**src/rtl/kbd_pkg.sv**
```systemverilog
// Shared keyboard definitions: key count, FSM state encoding and a one-hot test.
package kbd_pkg;

    localparam int NUM_KEYS = 8;

    typedef enum logic [1:0] {
        IDLE     = 2'd0,
        DEBOUNCE = 2'd1,
        PRESENT  = 2'd2,
        RELEASE  = 2'd3
    } state_t;

    // True when exactly one key line is set.
    function automatic logic is_onehot(input logic [NUM_KEYS-1:0] v);
        return (v != '0) && ((v & (v - NUM_KEYS'(1))) == '0);
    endfunction

endpackage

```
**src/rtl/sync2.sv**
```systemverilog
// Parameterised-width two-flop synchronizer with asynchronous active-low reset to 0.
module sync2 #(
    parameter int WIDTH = 1
) (
    input  logic             clk,
    input  logic             rst_n,
    input  logic [WIDTH-1:0] d,
    output logic [WIDTH-1:0] q
);

    logic [WIDTH-1:0] meta;

    // Two back-to-back flops give the first stage a full cycle to resolve metastability.
    always_ff @(posedge clk or negedge rst_n) begin
        if (!rst_n) begin
            meta <= '0;
            q    <= '0;
        end else begin
            meta <= d;
            q    <= meta;
        end
    end

endmodule

```
**src/rtl/key_onehot_debounce.sv**
```systemverilog
// Debounces eight raw key lines, accepts a single-key press as a one-hot code
// with valid/ready handshake, and flags debounced multi-key chords.
module key_onehot_debounce
    import kbd_pkg::*;
#(
    parameter int DEBOUNCE_CYCLES = 16
) (
    input  logic                clk,
    input  logic                rst_n,
    input  logic [NUM_KEYS-1:0] key_in,
    output logic [NUM_KEYS-1:0] onehot,
    output logic                valid,
    input  logic                ready,
    output logic                multi_err
);

    localparam int CNT_W = $clog2(DEBOUNCE_CYCLES);
    localparam logic [CNT_W-1:0] CNT_MAX = CNT_W'(DEBOUNCE_CYCLES - 1);

    logic [NUM_KEYS-1:0] ks;
    state_t              state, state_next;
    logic [NUM_KEYS-1:0] snapshot, snapshot_next;
    logic [CNT_W-1:0]    cnt, cnt_next;
    logic [NUM_KEYS-1:0] onehot_next;
    logic                valid_next;
    logic                multi_err_next;

    sync2 #(
        .WIDTH(NUM_KEYS)
    ) u_sync (
        .clk  (clk),
        .rst_n(rst_n),
        .d    (key_in),
        .q    (ks)
    );

    // State register and all datapath registers; reset clears everything at once.
    always_ff @(posedge clk or negedge rst_n) begin
        if (!rst_n) begin
            state     <= IDLE;
            snapshot  <= '0;
            cnt       <= '0;
            onehot    <= '0;
            valid     <= 1'b0;
            multi_err <= 1'b0;
        end else begin
            state     <= state_next;
            snapshot  <= snapshot_next;
            cnt       <= cnt_next;
            onehot    <= onehot_next;
            valid     <= valid_next;
            multi_err <= multi_err_next;
        end
    end

    // Next-state and next-output logic; the counter stops at CNT_MAX so it never wraps.
    always_comb begin
        state_next     = state;
        snapshot_next  = snapshot;
        cnt_next       = cnt;
        onehot_next    = onehot;
        valid_next     = valid;
        multi_err_next = 1'b0;

        case (state)
            IDLE: begin
                if (ks != '0) begin
                    snapshot_next = ks;
                    cnt_next      = '0;
                    state_next    = DEBOUNCE;
                end
            end

            DEBOUNCE: begin
                if (ks != snapshot) begin
                    state_next = IDLE;
                end else if (cnt != CNT_MAX) begin
                    cnt_next = cnt + CNT_W'(1);
                end else if (is_onehot(snapshot)) begin
                    onehot_next = snapshot;
                    valid_next  = 1'b1;
                    state_next  = PRESENT;
                end else begin
                    // Chord: report once and wait for all keys to be released.
                    multi_err_next = 1'b1;
                    cnt_next       = '0;
                    state_next     = RELEASE;
                end
            end

            PRESENT: begin
                // Key activity is ignored here; only the handshake ends the presentation.
                if (valid && ready) begin
                    valid_next  = 1'b0;
                    onehot_next = '0;
                    cnt_next    = '0;
                    state_next  = RELEASE;
                end
            end

            RELEASE: begin
                if (ks != '0) begin
                    cnt_next = '0;
                end else if (cnt != CNT_MAX) begin
                    cnt_next = cnt + CNT_W'(1);
                end else begin
                    state_next = IDLE;
                end
            end

            default: begin
                state_next = IDLE;
            end
        endcase
    end

endmodule

```
**config.mk**
```make
export PLATFORM = sky130hd
export DESIGN_NAME = key_onehot_debounce
export DESIGN_NICKNAME = d
export VERILOG_FILES = /design/src/rtl/kbd_pkg.sv /design/src/rtl/sync2.sv /design/src/rtl/key_onehot_debounce.sv
export SDC_FILE = /design/constraint.sdc
export NUM_CORES = 1
export LEC_CHECK = 0
export BUFFER_PORTS_ARGS = -buffer_cell sky130_fd_sc_hd__buf_4
export CAP_MARGIN = 40
export CORE_UTILIZATION = 35
export DETAILED_ROUTE_END_ITERATION = 16
export GPL_TIMING_DRIVEN = 1
export PLACE_DENSITY = 0.62
export SYNTH_ARGS = -nofsm -noshare
export SYNTH_HDL_FRONTEND = slang
export SYNTH_SLANG_ARGS = --single-unit
```
**constraint.sdc**
```tcl
create_clock -name clk -period 2.9 [get_ports clk]
set_input_delay 0.58 -clock clk [delete_from_list [all_inputs] [get_ports clk]]
set_output_delay 0.58 -clock clk [all_outputs]
set_load 0.05 [all_outputs]
```
After elaboration in Yosys (flattened, before gate mapping)
Index checks and enable logic that the tools add are counted.
{"block": "totals", "ff_bits": 40, "latch_bits": 0, "ram_bits": 0, "mem_bits_ro": 0, "in_bits": 11, "output_inout_bits": 10, "wordCells": 67, "mem_count": 0}
{"block": "classes", "n_addsub": 2, "n_mul": 0, "div": 0, "magnitude_cmp": 0, "eq_ne": 15, "n_shift": 0, "n_mux": 30, "bitwise_logic": 1, "n_reduce_logical": 11}
{"op": "$mux 8", "count": 4}
{"op": "$mux 4", "count": 7}
{"op": "$pmux 4 s4", "count": 1}
{"op": "$pmux 8 s2", "count": 1}
{"op": "$reduce_bool 8->1", "count": 2}
{"op": "$reduce_and 5->1", "count": 3}
{"op": "$ne 2x2->1 const B", "count": 7}
{"op": "$mux 2", "count": 6}
{"op": "$mux 1", "count": 9}
{"op": "$ne 3x3->1 const B", "count": 3}
{"op": "$and 8x8->8", "count": 1}
{"op": "$logic_not 8->1", "count": 1}
{"op": "$ne 8x8->1", "count": 1}
{"op": "$pmux 2 s4", "count": 1}
{"op": "$sub 8x1->8 const B", "count": 1}
{"op": "$add 4x1->4 const B", "count": 1}
{"op": "$eq 2x2->1 const B", "count": 2}
{"op": "$ne 4x4->1 const B", "count": 1}
{"op": "$eq 2x1->1 const B", "count": 1}
{"op": "$logic_and 1x1->1", "count": 2}
{"op": "$logic_not 2->1", "count": 1}
{"op": "$pmux 1 s2", "count": 1}
{"op": "$reduce_and 2->1", "count": 1}
{"op": "$reduce_bool 2->1", "count": 1}

Depth between registers and ports, before layout
{"block": "logic_depth", "depth_word": 8, "depth_mapped": 8, "mapped_depth_nobuf": 7}

By module
A second synthesis with hierarchy kept.
{"block": "unflattened", "hier_cells": 146, "area_unflattened_um2": 1709.1}
{"module": "key_onehot_debounce", "n_inst": 1, "cells_each": 130, "area_per_inst_um2": 1308.8, "seq_area_each_um2": 600.6}
{"module": "sync2", "n_inst": 1, "cells_each": 16, "area_per_inst_um2": 400.4, "seq_area_each_um2": 400.4}

Worst setup path before layout
No wires, ideal clock.
{"block": "synth_timing", "path_kind": "register -> register", "start": "register snapshot[4]", "end": "register onehot[0]", "setup_time_ps": 79, "arrival_time_ps": 1969, "t_required_ps": 2821, "path_slack_ps": 851, "path_stages_with_launch": 9, "path_buffers": 2, "synth_period_minus_slack_ps": 2049, "cell_sequence": "dfrtp_1 -> buf_6 -> xor2_1 -> nor4_1 -> nand2_1 -> or4_4 -> a21oi_2 -> buf_6 -> mux2i_1"}
{"block": "synth_via", "elab_chain_len": 6, "word_cells_on_any_way": 9, "classes_between": "add/sub (1); eq/ne (3); bitwise (1); reduce/logical (4)"}
{"item": "start, declared", "line_no": "key_onehot_debounce.sv:22", "source": "logic [NUM_KEYS-1:0] snapshot, snapshot_next;"}
{"item": "start signal, assigned", "line_no": "key_onehot_debounce.sv:48", "source": "snapshot <= snapshot_next;"}
{"item": "$sub 8x1->8", "line_no": "kbd_pkg.sv:15", "source": "return (v != '0) && ((v & (v - NUM_KEYS'(1))) == '0);"}
{"item": "$and 8x8->8", "line_no": "kbd_pkg.sv:15"}
{"item": "$logic_not 8->1", "line_no": "kbd_pkg.sv:15"}
{"item": "$logic_and 1x1->1", "line_no": "kbd_pkg.sv:15"}
{"item": "$ne 2x2->1 (no line)"}
{"item": "$reduce_and 5->1 (no line) (*)"}
{"item": "end signal, assigned", "line_no": "key_onehot_debounce.sv:50", "source": "onehot <= onehot_next;"}
{"item": "end, declared", "line_no": "key_onehot_debounce.sv:11", "source": "output logic [NUM_KEYS-1:0] onehot,"}
Mark *: on every way between the ends. The rest lies on a longest branch, timed or not.
A chain may end at the register's enable or synchronous reset.

Worst setup path after layout
{"block": "layout_timing", "start": "register snapshot[4]", "end": "register onehot[2]"}
Same word-level chain as after synthesis.

==> flow_metrics.tcl <==
set metrics [dict create \
    status "finished, final reports clean" \
    yosys_register_bits 40 \
    die_w_um 71.96 \
    hpwl_um 2084 \
    p_per_area_nw_per_um2 711.6 \
    cts_tree "built" \
    final_common_cell "dfrtp_1" \
    ir_worst_vdd_mv 0.3445 \
    clock_latency_ns 0.29 \
    die_area_um2 5178 \
    drt_iter0_drc 58 \
    wl_per_cell_um 12.23 \
    final_net_count 181 \
    cellLeakagePower_nw 0.9096 \
    multiInputGateArea_um2 628.1 \
    post-cts-setup-buffers 0 \
    crit_arrival_ns 2.74 \
    synth_seq_area_share_pct 58.44 \
    drv_cap 0 \
    hold_path_class "primary input to async pin" \
    r2r-start "snapshot[4]" \
    dr.pass1.iters 4 \
    routabilityCongestion 0.8394 \
    start_util_pct 36.26 \
    syn_nets 160 \
    yosysWarnings 0 \
    via_per_inst 4.633 \
    drive_above_1_share_pct 20.59 \
    htreeDepth 2 \
    setup_tns_ns 0 \
    die_h_um 71.96 \
    antenna_left 0 \
    ctsHoldBuffers 0 \
    slew_headroom_pct 59.52 \
    ctsResizeCount 0 \
    setup_viol 0 \
    placementRows 25 \
    slew_violations 0 \
    root_buffer "clkbuf_8" \
    fill_cells 454 \
    mostFrequentLayoutCells "dfrtp_1, buf_4, nand2_1" \
    place.port_buffers 20 \
    power_mw 1.444 \
    finalCriticalPeriod_ns 2.535 \
    fin_crit_sh_pct 87.43 \
    async_flop_share_pct 100.0 \
    path_class "flip-flop to flip-flop" \
    r2r_end "onehot[2]" \
    critPathRequiredTime_ns 3.11 \
    dp.cells 229 \
    fp.coreArea_um2 4723 \
    whs_ns 0.2474 \
    synth_ff_type "dfrtp_1" \
    cts_sinks 40 \
    reg2regPathDepth 6 \
    synth.distinct_cells 36 \
    area_delta_synth_final_pct 18.48 \
    grt_pass1_wl_um 4947 \
    drcViolationCount 0 \
    clock_skew_ns 0.003548 \
    fin_cells 237 \
    syn-mean-instance-area_um2 11.57 \
    ios 21 \
    antenna_found_initial 0 \
    fmax_ghz 0.3944 \
    startpoint_type "flip-flop" \
    dr_total_vias 1098 \
    clk_path_buf_depth 2 \
    cts.clk_slew.worst_paths_ns 0.08 \
    cp_max_fo 9 \
    syn_inst 148 \
    synth_edf_count 0 \
    globalRouteOverflowTotal 0 \
    grt_pass1_vias 1118 \
    worst_pin_slew_ns 0.6072 \
    num_antenna_cells 0 \
    numCtsBuffers 5 \
    grt_setup_unrepaired "no" \
    regArea_um2 1001 \
    netlist_area_um2 1713 \
    grt_max_degree 41 \
    r2r_slack_ns 0.36 \
    grt_usage_pct 12.66 \
    hold_viol 0 \
    routed_wirelength_um 2899 \
    endpoint_kind "flip-flop" \
]
==> registers in the layout (all words and copies together) (netlist names), named ones only <==
name / count
cnt: 4
onehot: 8
u_sync.meta: 8
valid: 1
snapshot: 8
u_sync.q: 8
state: 1
multi_err: 1
==> kinds of logic after synthesis <==
| logic type | share of synthesized area, % |
|---|---|
| flip-flops | 58.44 |
| AO/OA/AOI/OAI | 7.961 |
| multiplexers | 11.18 |
| AND/OR/NAND/NOR | 12.71 |
| adder cells (fa/ha/maj) | 0.7303 |
| XOR/XNOR | 4.091 |
| buffers and inverters | 4.893 |
==> layer usage <==
layer	routed length (µm)	GRT usage, %
met1	1374	15.35
met2	1355	20.75
met3	143	4.306
met4	25	5.229
met5	0	0
==> final cells by class <==
cell class / count / area share [%]
clock inverters: 2 / 1.911
well taps: 67 / 4.131
flip-flops and latches: 40 / 49.32
inverters: 12 / 2.219
multi-input cells: 90 / 30.95
clock buffers: 6 / 4.069
repair buffers: 20 / 7.398
==> worst max-delay path, stage by stage (launching register included) <==
cell	delay (ns)
dfrtp_1	0.47
xor2_1	0.19
nor4_1	0.31
nand2_1	0.19
or4_4	0.52
a21oi_2	0.50
mux2i_1	0.26
==> cells in the mapped netlist, drive strengths merged, types with 2 or more instances <==
cell type,n,area [µm²]
dfrtp,40,1001
nand2,15,56.30
inv,12,45.04
mux2,9,101.3
mux2i,9,90.09
xor2,8,70.07
nand3,6,30.03
a21oi,5,28.78
nor2,5,18.77
nor4,5,31.28
clkbuf,4,16.26
o21ai,4,20.01
buf,2,22.52
nor2b,2,12.51
nor3,2,10.01
o211ai,2,15.01
o21a,2,15.01
o31ai,2,15.01
==> stage by stage <==
stage	cell area (µm²)	setup slack [ns]	util (%)
after floorplan	1713	0.8514	-
after global placement	1908	0.4096	40.40
after detailed placement	1908	0.3725	40.40
after CTS	2029	0.3345	42.97
after global routing	2029	0.1748	42.97
final	2029	0.3646	42.97
==> worst max path at each step <==
stage                            from   endpoint  slack [ns]  cells after the start
after floorplan           snapshot[4]  onehot[0]        0.85                      8
after global placement    snapshot[4]  onehot[3]        0.41                      6
after detailed placement  snapshot[4]  onehot[2]        0.37                      6
after CTS                 snapshot[4]  onehot[2]        0.33                      6
after global routing      snapshot[4]  onehot[1]        0.17                      6
final                     snapshot[4]  onehot[2]        0.36                      6
==> report_power, final <==
group	internal, mW	leakage [nW]	switching, mW
registers	0.623	0.455	0.103
clock network	0.281	0.0614	0.192
logic	0.123	0.394	0.122
(Power assumes the default switching activity.)
